--- src/rtl/ysyx_24090012_mem_arbiter.sv ---
// N-master to 1-slave memory arbiter: one outstanding transaction, fixed or round-robin grant,
// with a response timeout that returns an error and drains the late slave response.
module ysyx_24090012_mem_arbiter #(
  parameter int unsigned       NUM_MST     = 2,
  parameter int unsigned       ADDR_W      = 32,
  parameter int unsigned       DATA_W      = 32,
  parameter int unsigned       ARB_MODE    = 1,
  parameter int unsigned       TIMEOUT_CYC = 255,
  parameter logic [DATA_W-1:0] ERR_DATA    = DATA_W'(32'hDEADBEEF)
) (
  input  logic                                               clk,
  input  logic                                               rst,
  input  logic [NUM_MST-1:0]                                 m_req_valid,
  input  logic [NUM_MST-1:0]                                 m_req_wen,
  input  logic [NUM_MST*ADDR_W-1:0]                          m_req_addr,
  input  logic [NUM_MST*DATA_W-1:0]                          m_req_wdata,
  input  logic [NUM_MST*(DATA_W/8)-1:0]                      m_req_wmask,
  output logic [NUM_MST-1:0]                                 m_req_ready,
  output logic [NUM_MST-1:0]                                 m_resp_valid,
  output logic [DATA_W-1:0]                                  m_resp_rdata,
  output logic                                               m_resp_err,
  input  logic [NUM_MST-1:0]                                 m_resp_ready,
  output logic                                               s_req_valid,
  output logic                                               s_req_wen,
  output logic [ADDR_W-1:0]                                  s_req_addr,
  output logic [DATA_W-1:0]                                  s_req_wdata,
  output logic [DATA_W/8-1:0]                                s_req_wmask,
  input  logic                                               s_req_ready,
  input  logic                                               s_resp_valid,
  input  logic [DATA_W-1:0]                                  s_resp_rdata,
  input  logic                                               s_resp_err,
  output logic                                               s_resp_ready,
  output logic                                               busy,
  output logic [((NUM_MST > 1) ? $clog2(NUM_MST) : 1)-1:0]   grant_id
);

  localparam int unsigned IW = (NUM_MST > 1) ? $clog2(NUM_MST) : 1;
  localparam int unsigned MW = DATA_W / 8;
  localparam int unsigned CW = (TIMEOUT_CYC > 1) ? $clog2(TIMEOUT_CYC) : 1;
  localparam bit          TO_EN = (TIMEOUT_CYC != 0);
  localparam logic [CW-1:0] TCNT_LAST = CW'((TIMEOUT_CYC == 0) ? 0 : TIMEOUT_CYC - 1);

  typedef enum logic [1:0] {IDLE, REQ, RESP, RET} state_e;

  state_e            state_q;
  logic [IW-1:0]     rr_ptr_q;
  logic [IW-1:0]     grant_q;
  logic              drain_q;
  logic [CW-1:0]     tcnt_q;
  logic              wen_q;
  logic [ADDR_W-1:0] addr_q;
  logic [DATA_W-1:0] wdata_q;
  logic [MW-1:0]     wmask_q;
  logic [DATA_W-1:0] rdata_q;
  logic              err_q;

  logic [IW-1:0]     win_idx_d;
  logic [IW-1:0]     scan_idx;
  logic              win_vld_d;
  logic              accept;

  function automatic logic [IW-1:0] wrap_add(input logic [IW-1:0] base, input int unsigned off);
    int unsigned sum;
    sum = 32'(base) + off;
    if (sum >= NUM_MST) sum = sum - NUM_MST;
    return IW'(sum);
  endfunction

  // First requester in scan order: from index 0 (fixed) or from rr_ptr upward (round-robin)
  always_comb begin
    win_vld_d = 1'b0;
    win_idx_d = '0;
    scan_idx  = '0;
    for (int unsigned k = 0; k < NUM_MST; k++) begin
      scan_idx = (ARB_MODE == 0) ? IW'(k) : wrap_add(rr_ptr_q, k);
      if (!win_vld_d && m_req_valid[scan_idx]) begin
        win_vld_d = 1'b1;
        win_idx_d = scan_idx;
      end
    end
  end

  assign accept       = rst && (state_q == IDLE) && !drain_q && win_vld_d;
  assign m_req_ready  = accept ? (NUM_MST'(1) << win_idx_d) : '0;
  assign m_resp_valid = (state_q == RET) ? (NUM_MST'(1) << grant_q) : '0;
  assign m_resp_rdata = rdata_q;
  assign m_resp_err   = err_q;
  assign s_req_valid  = (state_q == REQ);
  assign s_req_wen    = wen_q;
  assign s_req_addr   = addr_q;
  assign s_req_wdata  = wdata_q;
  assign s_req_wmask  = wmask_q;
  assign s_resp_ready = (state_q == RESP) || drain_q;
  assign busy         = (state_q != IDLE);
  assign grant_id     = grant_q;

  always_ff @(posedge clk) begin
    if (!rst) begin
      state_q  <= IDLE;
      rr_ptr_q <= '0;
      grant_q  <= '0;
      drain_q  <= 1'b0;
      tcnt_q   <= '0;
      wen_q    <= 1'b0;
      addr_q   <= '0;
      wdata_q  <= '0;
      wmask_q  <= '0;
      rdata_q  <= '0;
      err_q    <= 1'b0;
    end else begin
      // The first response after a timeout belongs to the abandoned transaction and is dropped
      if (drain_q && s_resp_valid) drain_q <= 1'b0;
      case (state_q)
        IDLE: begin
          if (accept) begin
            state_q <= REQ;
            grant_q <= win_idx_d;
            wen_q   <= m_req_wen[win_idx_d];
            addr_q  <= m_req_addr[32'(win_idx_d) * ADDR_W +: ADDR_W];
            wdata_q <= m_req_wdata[32'(win_idx_d) * DATA_W +: DATA_W];
            wmask_q <= m_req_wmask[32'(win_idx_d) * MW +: MW];
          end
        end
        REQ: begin
          if (s_req_ready) begin
            state_q <= RESP;
            tcnt_q  <= '0;
          end
        end
        RESP: begin
          if (s_resp_valid) begin
            rdata_q <= s_resp_rdata;
            err_q   <= s_resp_err;
            state_q <= RET;
          end else if (TO_EN && (tcnt_q == TCNT_LAST)) begin
            rdata_q <= ERR_DATA;
            err_q   <= 1'b1;
            drain_q <= 1'b1;
            state_q <= RET;
          end else begin
            tcnt_q <= tcnt_q + CW'(1);
          end
        end
        RET: begin
          if (m_resp_ready[grant_q]) begin
            state_q <= IDLE;
            if (ARB_MODE != 0) rr_ptr_q <= wrap_add(grant_q, 1);
          end
        end
        default: state_q <= IDLE;
      endcase
    end
  end

endmodule

--- config.mk ---
export PLATFORM = sky130hd
export DESIGN_NAME = ysyx_24090012_mem_arbiter
export DESIGN_NICKNAME = d
export VERILOG_FILES = /design/src/rtl/ysyx_24090012_mem_arbiter.sv
export SDC_FILE = /design/constraint.sdc
export NUM_CORES = 1
export LEC_CHECK = 0
export CORE_MARGIN = 2
export CORE_UTILIZATION = 38
export CTS_CLUSTER_DIAMETER = 200
export DETAILED_ROUTE_END_ITERATION = 12
export PLACE_DENSITY_LB_ADDON = 0.1
export SLEW_MARGIN = 20
export SYNTH_ARGS = -nofsm -noshare
export SYNTH_HDL_FRONTEND = slang
export SYNTH_SLANG_ARGS = --single-unit
--- constraint.sdc ---
create_clock -name clk -period 2.2 [get_ports clk]
set_input_delay 0.44 -clock clk [delete_from_list [all_inputs] [get_ports clk]]
set_output_delay 0.44 -clock clk [all_outputs]
set_load 0.03 [all_outputs]
-- Yosys cells after proc, flatten, opt, wreduce, memory -nomap -nowiden
Cells that the tools add are included.
- add/sub/neg operators: 6
- order comparisons: 7
- equality and inequality tests: 10
- shift-type cells: 5
- mux-type cells: 35
- reductions and logical operators: 17
- operators with widths (operator ; number):
    variable part select 64 x 7 -> 32 bit ; 2
    2-to-1 mux 32 bit ; 2
    2-to-1 mux 8 bit ; 3
    2-to-1 mux 1 bit ; 21
    case mux 8 bit (2 select lines) ; 1
    2-to-1 mux 2 bit ; 7
    adder 8 x 1 -> 8 bit, second input constant ; 1
    == test 8 bit, second input constant ; 1
    less-than comparator 1 x 2 -> 1 bit, second input constant ; 4
    case mux 2 bit (4 select lines) ; 1
    AND reduction 4 bit ; 2
    variable part select 8 x 4 -> 4 bit ; 1
    inequality test 2 bit, second input constant ; 3
    AND reduction 2 bit ; 3
    nonzero test 2 bit ; 3
    logical AND 1 bit ; 5
    adder 1 x 1 -> 2 bit, second input constant ; 2
    == test 2 bit, second input constant ; 2
    greater-or-equal comparator 2 bit, second input constant ; 2
    inequality test 2 x 1 -> 1 bit, second input constant ; 2
    << shifter 1 x 1 -> 2 bit, first input constant ; 2
    inequality test 3 x 2 -> 1 bit, second input constant ; 1
    subtractor 1 bit, second input constant ; 3
    == test 2 x 1 -> 1 bit, second input constant ; 1
    other kinds (4) ; 5
- register bits: 115
- input port bits: 179
- output and inout bits: 110
- logic and storage cells: 91

-- Depth between registers and ports, before layout
Gate-level depths: netlist (run 1).
- word-level depth: 11
- depth in mapped cells: 8
- depth with buffers taken out: 6

-- Worst setup path after synthesis (run 1)
Ideal clock, no wire load.
- kind: flip-flop to output port
- start point: register state_q[0]
- end point: output port m_req_ready[0]
- data arrival time: 1.806 ns
- data required time: 1.760 ns
- path slack: -0.046 ns
- cell stages (with the launch flop): 8
- path buffers: 2
- cells stage by stage: dfxtp_1 -> inv_1 -> ha_1 -> inv_1 -> nor3_2 -> buf_2 -> buf_1 -> and2_1
- word-level cells in the longest chain between the ends: 5
- RTL lines (what ; RTL line ; source):
    start, declared ; 45 ; state_e state_q;
    start signal, assigned ; 99 ; state_q <= IDLE;
    start signal, assigned ; 116 ; state_q <= REQ;
    start signal, assigned ; 126 ; state_q <= RESP;
    zero test 2 bit ; 83 ; assign accept = rst && (state_q == IDLE) && !drain_q && win_vld_d;
    logical AND 1 bit (3 in series) ; 83 ;
    2-to-1 mux 2 bit ; 84 ; assign m_req_ready = accept ? (NUM_MST'(1) << win_idx_d) : '0;
    end, declared ; 18 ; output logic [NUM_MST-1:0] m_req_ready,
No other way between the ends.

-- Worst setup path after layout (run 1)
- start point: register state_q[0]
- end point: output port m_req_ready[1]
The elaborated chain is that of the path after synthesis.

==> out/qor.yml, run 1 <==
floorplanning:
  die_height_um: 118
  io_pins: 289
  initial_core_util_pct: 39.0
  rows: 41
  floorplan.die_area_mm2: 0.0139
  core_area_mm2: 0.0127
  chipWidth_um: 118
setup_path:
  crit_type: "register to output port"
  worst_r2r_path_depth: 7
  worstPathMaxFanout: 4
  cp_num_cells: 6
  worst_path_most_repeated_cell: "inv_2"
  slowest_delay_ps: 400
  required_ps: 1760
  cp_top_family: "simple AND/OR/NAND/NOR gates"
  arrival_ps: 1670
  critPathBufInv: 3
  path_cells: "inv_2, ha_4, inv_2, or3_4, nor2_4, buf_6"
  rrSetupSlack_ps: 270
  start_kind: "register"
  cpMaxStageDelayCell: "or3_4"
  r2r-end: "tcnt_q[2]"
  cp-startpoint: "state_q[0]"
  end_kind: "output port"
  cp-endpoint: "m_req_ready[1]"
  r2r_start: "state_q[0]"
clock_tree:
  cts.sinks: 115
  root_buffer: "clkbuf_16"
  clock_path_buffers: 2
  cts_tree: "done"
  clkTransAtPathRegs_ps: 50
  insertion_delay_ps: 400
  cts_htree_levels: 4
  post-cts-setup-buffer-count: 0
  cts_made_buffers: 17
sta:
  finalSetupViolCount: 0
  clock_skew_ps: 6.46
  worst-slew-pin-transition_ps: 561
  hold_viol_final: 0
  fin_crit_sh_pct: 95.8
  layout_min_cycle_time_ps: 2110
  max_freq_mhz: 475
  timing.final.ws_setup_ps: 92.6
  fin_setup_tns_ps: 0
  slew_headroom_pct: 62.5
  drv_slew: 0
  whs_ps: 483
  rsz0062_at_grt: "no"
drt:
  dr.pass1.iters: 4
  routed_via_density: 5.02
  wl_mm: 16.0
  routedWlPerCell_um: 16.3
  drc: 0
  vias: 4914
  ant_nets: 0
  drt_iter0_drc: 252
final_layout:
  n_antenna_cell: 0
  final_common_cell: "clkdlybuf4s50_1"
  post-route-cell-area_mm2: 0.00874
  area_growth_pct: 76.8
  layout-drive-gt1-share_pct: 12.5
  nNetsFinal: 979
  mostFrequentLayoutCells: "clkdlybuf4s50_1, dfxtp_1, nor2_1"
power_and_ir_drop:
  swShare_pct: 36.6
  p_per_area_mw_per_mm2: 1100
  switchingPower_uw: 3530
  p_comb_share_pct: 43.1
  power_uw: 9650
  power_frac_clock_pct: 27.4
  seqPwrFrac_pct: 29.5
  internal-power_uw: 6120
  p_leak_uw: 0.00352
  ir_worst_vdd_mv: 0.522
placed_design:
  io_buffer_count: 288
  place_area_mm2: 0.00813
  place_ws_ps: -77.5
  hpwl_mm: 12.4
  gp_congestion: 0.857
outcome:
  status: "finished clean"
yosys:
  avgSynthCellArea_um2: 9.77
  synthCells: 506
  synth_nets: 692
  ys_seq_area_share_pct: 46.6
  synth_top_area_cell: "dfxtp_1"
  synth.distinct_cells: 42
  yosys_warnings: 0
  yosysTopAreaCellShare_pct: 46.6
  syn_area_mm2: 0.00494
  synth.area.top_cells: "dfxtp_1, mux2i_1, a211oi_1, nor2_1, o221a_2"
  synth-seq-cells: 115
global_route:
  grt_usage_pct: 22.7
  grt_remaining_overflow: 0
  grt_pass1_vias: 4974
  antenna_found_initial: 0
  grt_max_degree: 51
  grt_first_pass_wirelength_mm: 25.1
hold_path:
  hp-class: "register to register"
flow_run:
  drv_cap: 0
[per-layer routing]
layer  part of all wire, %  global-route usage, %  wire length [µm]  up-vias
met2                    53                   41.4              8440      199
met3                   7.4                   7.12              1190       28
met1                    37                   24.1              5930     2245
met4                   2.7                   9.04               438        0
met5                     0                      0                 0        -
li1                      -                      -                 -     2442
[worst reg2reg max path: cells and delay by family, from the launching register on]
| family | cells | cell delay, ps |
|---|---|---|
| AOI/OAI and AO/OA | 2 | 500 |
| adders and majority gates | 1 | 210 |
| buffers and inverters | 2 | 290 |
| DFF | 1 | 340 |
| and+or+nand+nor | 2 | 450 |
[through the flow]
stage / cells / util, %
2_1_floorplan: 506 / -
4_1_cts: 978 / 68.9
6_report: 978 / 69.0
3_3_place_gp: 946 / 64.2
3_5_place_dp: 946 / 64.2
5_1_grt: 978 / 69.0
[power by group through the flow]
stage	clock network [µW]	logic, µW	registers (µW)
after floorplan	0	1500	3720
after global placement	0	4070	2850
after detailed placement	0	4140	2870
after CTS	2700	4160	2840
after global routing	2810	4430	2900
final	2650	4160	2840
[final cells by class]
type / instances / area (µm²)
clock buffers: 19 / 443
clock inverters: 13 / 135
fillers: 1011 / 3930
inverters: 7 / 26.3
multi-input cells: 339 / 2470
flip-flops and latches: 115 / 2300
well taps: 172 / 215
repair buffers: 313 / 3150
[timing repair]
action | in CTS | in global routing
hold buffers | 0 | 0
pin swaps | 1 | 0
gates resized for setup | 13 | 7
endpoints found under the setup margin | 5 | 24
[cells by family (layout without fill, tap and decap cells)]
logic type,after synthesis,count (layout),share of synthesized area [%]
compound gates,136,136,21.5
simple gates,125,125,11.2
flops,115,115,46.6
mux,71,71,14.4
buf+inv,52,352,4.53
fa+ha+maj,7,7,1.77
[state kept, by name, summed over array words and instances, names as in the netlist]
signal        flops
m_resp_err        1
tcnt_q            8
s_req_wmask       4
grant_id          1
drain_q           1
s_req_addr       32
state_q           2
s_req_wen         1
m_resp_rdata     32
rr_ptr_q          1
s_req_wdata      32
[Yosys cell counts]
library cell	count
nand2b_1	3
nand4_1	1
nor2_1	78
a211oi_1	70
a31oi_1	1
o221a_1	1
nand3_1	3
o221a_2	24
dfxtp_1	115
clkbuf_1	25
or2_2	1
nand2b_2	1
o32ai_1	1
and2_1	4
buf_2	17
nor2b_1	2
nor2_2	1
nand3b_1	1
inv_1	7
nand2_1	18
a41oi_1	1
o211a_1	1
nor3_1	2
ha_1	7
a311oi_1	3
o311ai_0	2
and4_1	1
mux2i_1	71
or3_4	1
o22ai_1	1
a21oi_1	13
and3_1	3
buf_6	1
and2_4	1
or3_1	2
o21a_1	2
o2111a_1	1
nor3_2	1
a211oi_2	1
o21ai_0	14
or4_1	1
buf_1	2
[worst min path at each step]
stage                     startpoint               end  cells after the start
CTS                  m_resp_rdata[8]   m_resp_rdata[8]                      2
detailed placement   m_resp_rdata[8]   m_resp_rdata[8]                      2
floorplan                  tcnt_q[7]         tcnt_q[7]                      1
global route        m_resp_rdata[24]  m_resp_rdata[24]                      2
finish               m_resp_rdata[8]   m_resp_rdata[8]                      2
global placement           tcnt_q[7]         tcnt_q[7]                      1
Power figures use the tool's default switching activity.
==> run 2: changes to the inputs <==
Settings changed: ABC_AREA from default to 1, CAP_MARGIN from default to 5, CORE_UTILIZATION 38 to 40.
==> run 2 against run 1 <==
Against the previous run: critical path depth grew 1; critical endpoint unchanged; worst setup slack gained 35 ps; count of clock-buffer cells in the layout grew 7; via count grew 21%.
==> out/qor.yml, run 2 <==
setup_path:
  end_kind: "output port"
  cp_top_family: "buffers and inverters"
  slowest_delay_ps: 340
  critPathBufInv: 4
  worst_r2r_path_depth: 7
  cp_num_cells: 7
  path_cells: "inv_2, ha_1, inv_1, nor3_4, inv_2, nor2_2, buf_6"
  required_ps: 1760
  start_kind: "register"
  crit_type: "register to output port"
  arrival_ps: 1630
  cpMaxStageDelayCell: "dfxtp_2"
  worstPathMaxFanout: 4
  worst_path_most_repeated_cell: "inv_2"
final_layout:
  fillers: 1171
  nNetsFinal: 1310
  final_common_cell: "clkdlybuf4s50_1"
  layout-drive-gt1-share_pct: 5.28
  mostFrequentLayoutCells: "clkdlybuf4s50_1, nand2_1, inv_1"
  area_growth_pct: 66.9
  n_antenna_cell: 0
power_and_ir_drop:
  p_comb_share_pct: 36.8
  swShare_pct: 34.5
  internal-power_uw: 5340
  seqPwrFrac_pct: 32.0
  switchingPower_uw: 2810
  ir_worst_vdd_mv: 0.564
  p_per_area_mw_per_mm2: 896
  p_leak_uw: 0.00408
  power_frac_clock_pct: 31.3
clock_tree:
  root_buffer: "clkbuf_16"
  insertion_delay_ps: 410
  cts.sinks: 115
  clock_path_buffers: 2
  clkTransAtPathRegs_ps: 50
  cts_htree_levels: 4
  cts_made_buffers: 17
  cts_tree: "done"
floorplanning:
  initial_core_util_pct: 41.1
  core_area_mm2: 0.0132
  rows: 42
  chipWidth_um: 121
  floorplan.die_area_mm2: 0.0146
  die_height_um: 121
  io_pins: 289
sta:
  fin_setup_tns_ps: 0
  max_freq_mhz: 482
  worst-slew-pin-transition_ps: 425
  clock_skew_ps: 9.71
  finalSetupViolCount: 0
  whs_ps: 459
  timing.final.ws_setup_ps: 127
  drv_slew: 0
  hold_viol_final: 0
  fin_crit_sh_pct: 94.2
  slew_headroom_pct: 71.5
  rsz0062_at_grt: "no"
  layout_min_cycle_time_ps: 2070
global_route:
  grt_remaining_overflow: 0
  grt_pass1_vias: 5488
  grt_usage_pct: 22.8
  grt_first_pass_wirelength_mm: 26.3
  grt_max_degree: 79
  antenna_found_initial: 0
yosys:
  synth_ff_type: "dfxtp_1"
  synth_nets: 1032
  synth.distinct_cells: 23
  yosys-top-cells-count: "nand2_1, inv_1, dfxtp_1, o21ai_0, a21oi_1"
  synth_top_area_cell: "dfxtp_1"
  yosysTopAreaCellShare_pct: 42.3
  synth-seq-cells: 115
  ys_async_sr_fraction_pct: 0
  synth_enable_flop_cells: 0
  synth.area.top_cells: "dfxtp_1, nand2_1, o21ai_0, inv_1, a21oi_1"
  synth_most_common_cell: "nand2_1"
  ys_seq_area_share_pct: 42.3
  syn_area_mm2: 0.00544
  synthCells: 846
  avgSynthCellArea_um2: 6.43
  yosys_warnings: 0
drt:
  drt_iter0_drc: 355
  routed_via_density: 4.54
  ant_nets: 0
  wl_mm: 16.9
  vias: 5959
  drc: 0
  dr.pass1.iters: 5
  routedWlPerCell_um: 12.9
placed_design:
  io_buffer_count: 288
  hpwl_mm: 12.0
  place_ws_ps: 83.9
  gp_congestion: 0.819
hold_path:
  hp-class: "register to register"
  min_path_cells: 2
outcome:
  status: "finished clean"
flow_run:
  drv_cap: 0
==> run 2: worst reg2reg max path, delay by kind of cell (launching register included) <==
kind	cells	cell delay [ps]
compound gates	1	280
fa+ha+maj	1	210
buf+inv	3	290
flops	1	360
simple gates	2	510
==> run 2: layout make-up <==
class	count	area, µm²	share of cell area [%]
timing repair buffer	306	3080	33.9
multi-input combinational	556	2450	27.0
sequential	115	2300	25.4
clock buffer	26	499	5.49
inverter	128	482	5.30
tap	176	220	2.42
clock inverter	5	50.0	0.551
==> run 2: layer usage <==
| layer | vias up | share of wire (%) | GRT usage, % |
|---|---|---|---|
| met2 | 202 | 48 | 39.7 |
| met1 | 2568 | 42 | 26.2 |
| met4 | 0 | 2.5 | 9.67 |
| met3 | 31 | 7.7 | 6.42 |
| met5 | - | 0 | 0 |
| li1 | 3158 | - | - |
==> run 2: per-stage QoR <==
stage	total power [µW]	cells	util [%]	area [µm²]
after floorplan	4340	846	-	5450
after global placement	5620	1280	64.4	8520
after detailed placement	5640	1280	64.4	8520
after CTS	8220	1312	68.5	9070
after global routing	8620	1312	68.6	9090
final	8140	1312	68.6	9090
==> run 2: power by group through the flow <==
stage	sequential, µW	combinational [µW]	clock (µW)
floorplan	3200	1130	0
global placement	2630	2990	0
detailed placement	2630	3010	0
CTS	2600	3010	2610
global route	2640	3270	2700
finish	2600	3000	2550
==> run 2: cell families after synthesis <==
kind of cell	share of synthesized area, %
simple gates	25.8
fa+ha+maj	1.61
flops	42.3
buf+inv	12.8
compound gates	17.4
==> run 2: final timing paths <==
| kind | from | endpoint | slack (ps) |
|---|---|---|---|
| setup / recovery | state_q[0] | m_req_ready[1] | 130 |
| hold / removal | m_resp_rdata[5] | m_resp_rdata[5] | 460 |
| setup reg to reg | state_q[0] | m_resp_rdata[10] | 450 |
| hold reg to reg | m_resp_rdata[5] | m_resp_rdata[5] | 460 |
==> run 2: repair_timing <==
| action | 4_1_cts | 5_1_grt |
|---|---|---|
| setup buffers | 1 | 0 |
| pin swaps | 1 | 1 |
| hold buffers | 0 | 0 |
| resized for setup | 5 | 7 |
| setup endpoints to repair | 7 | 2 |
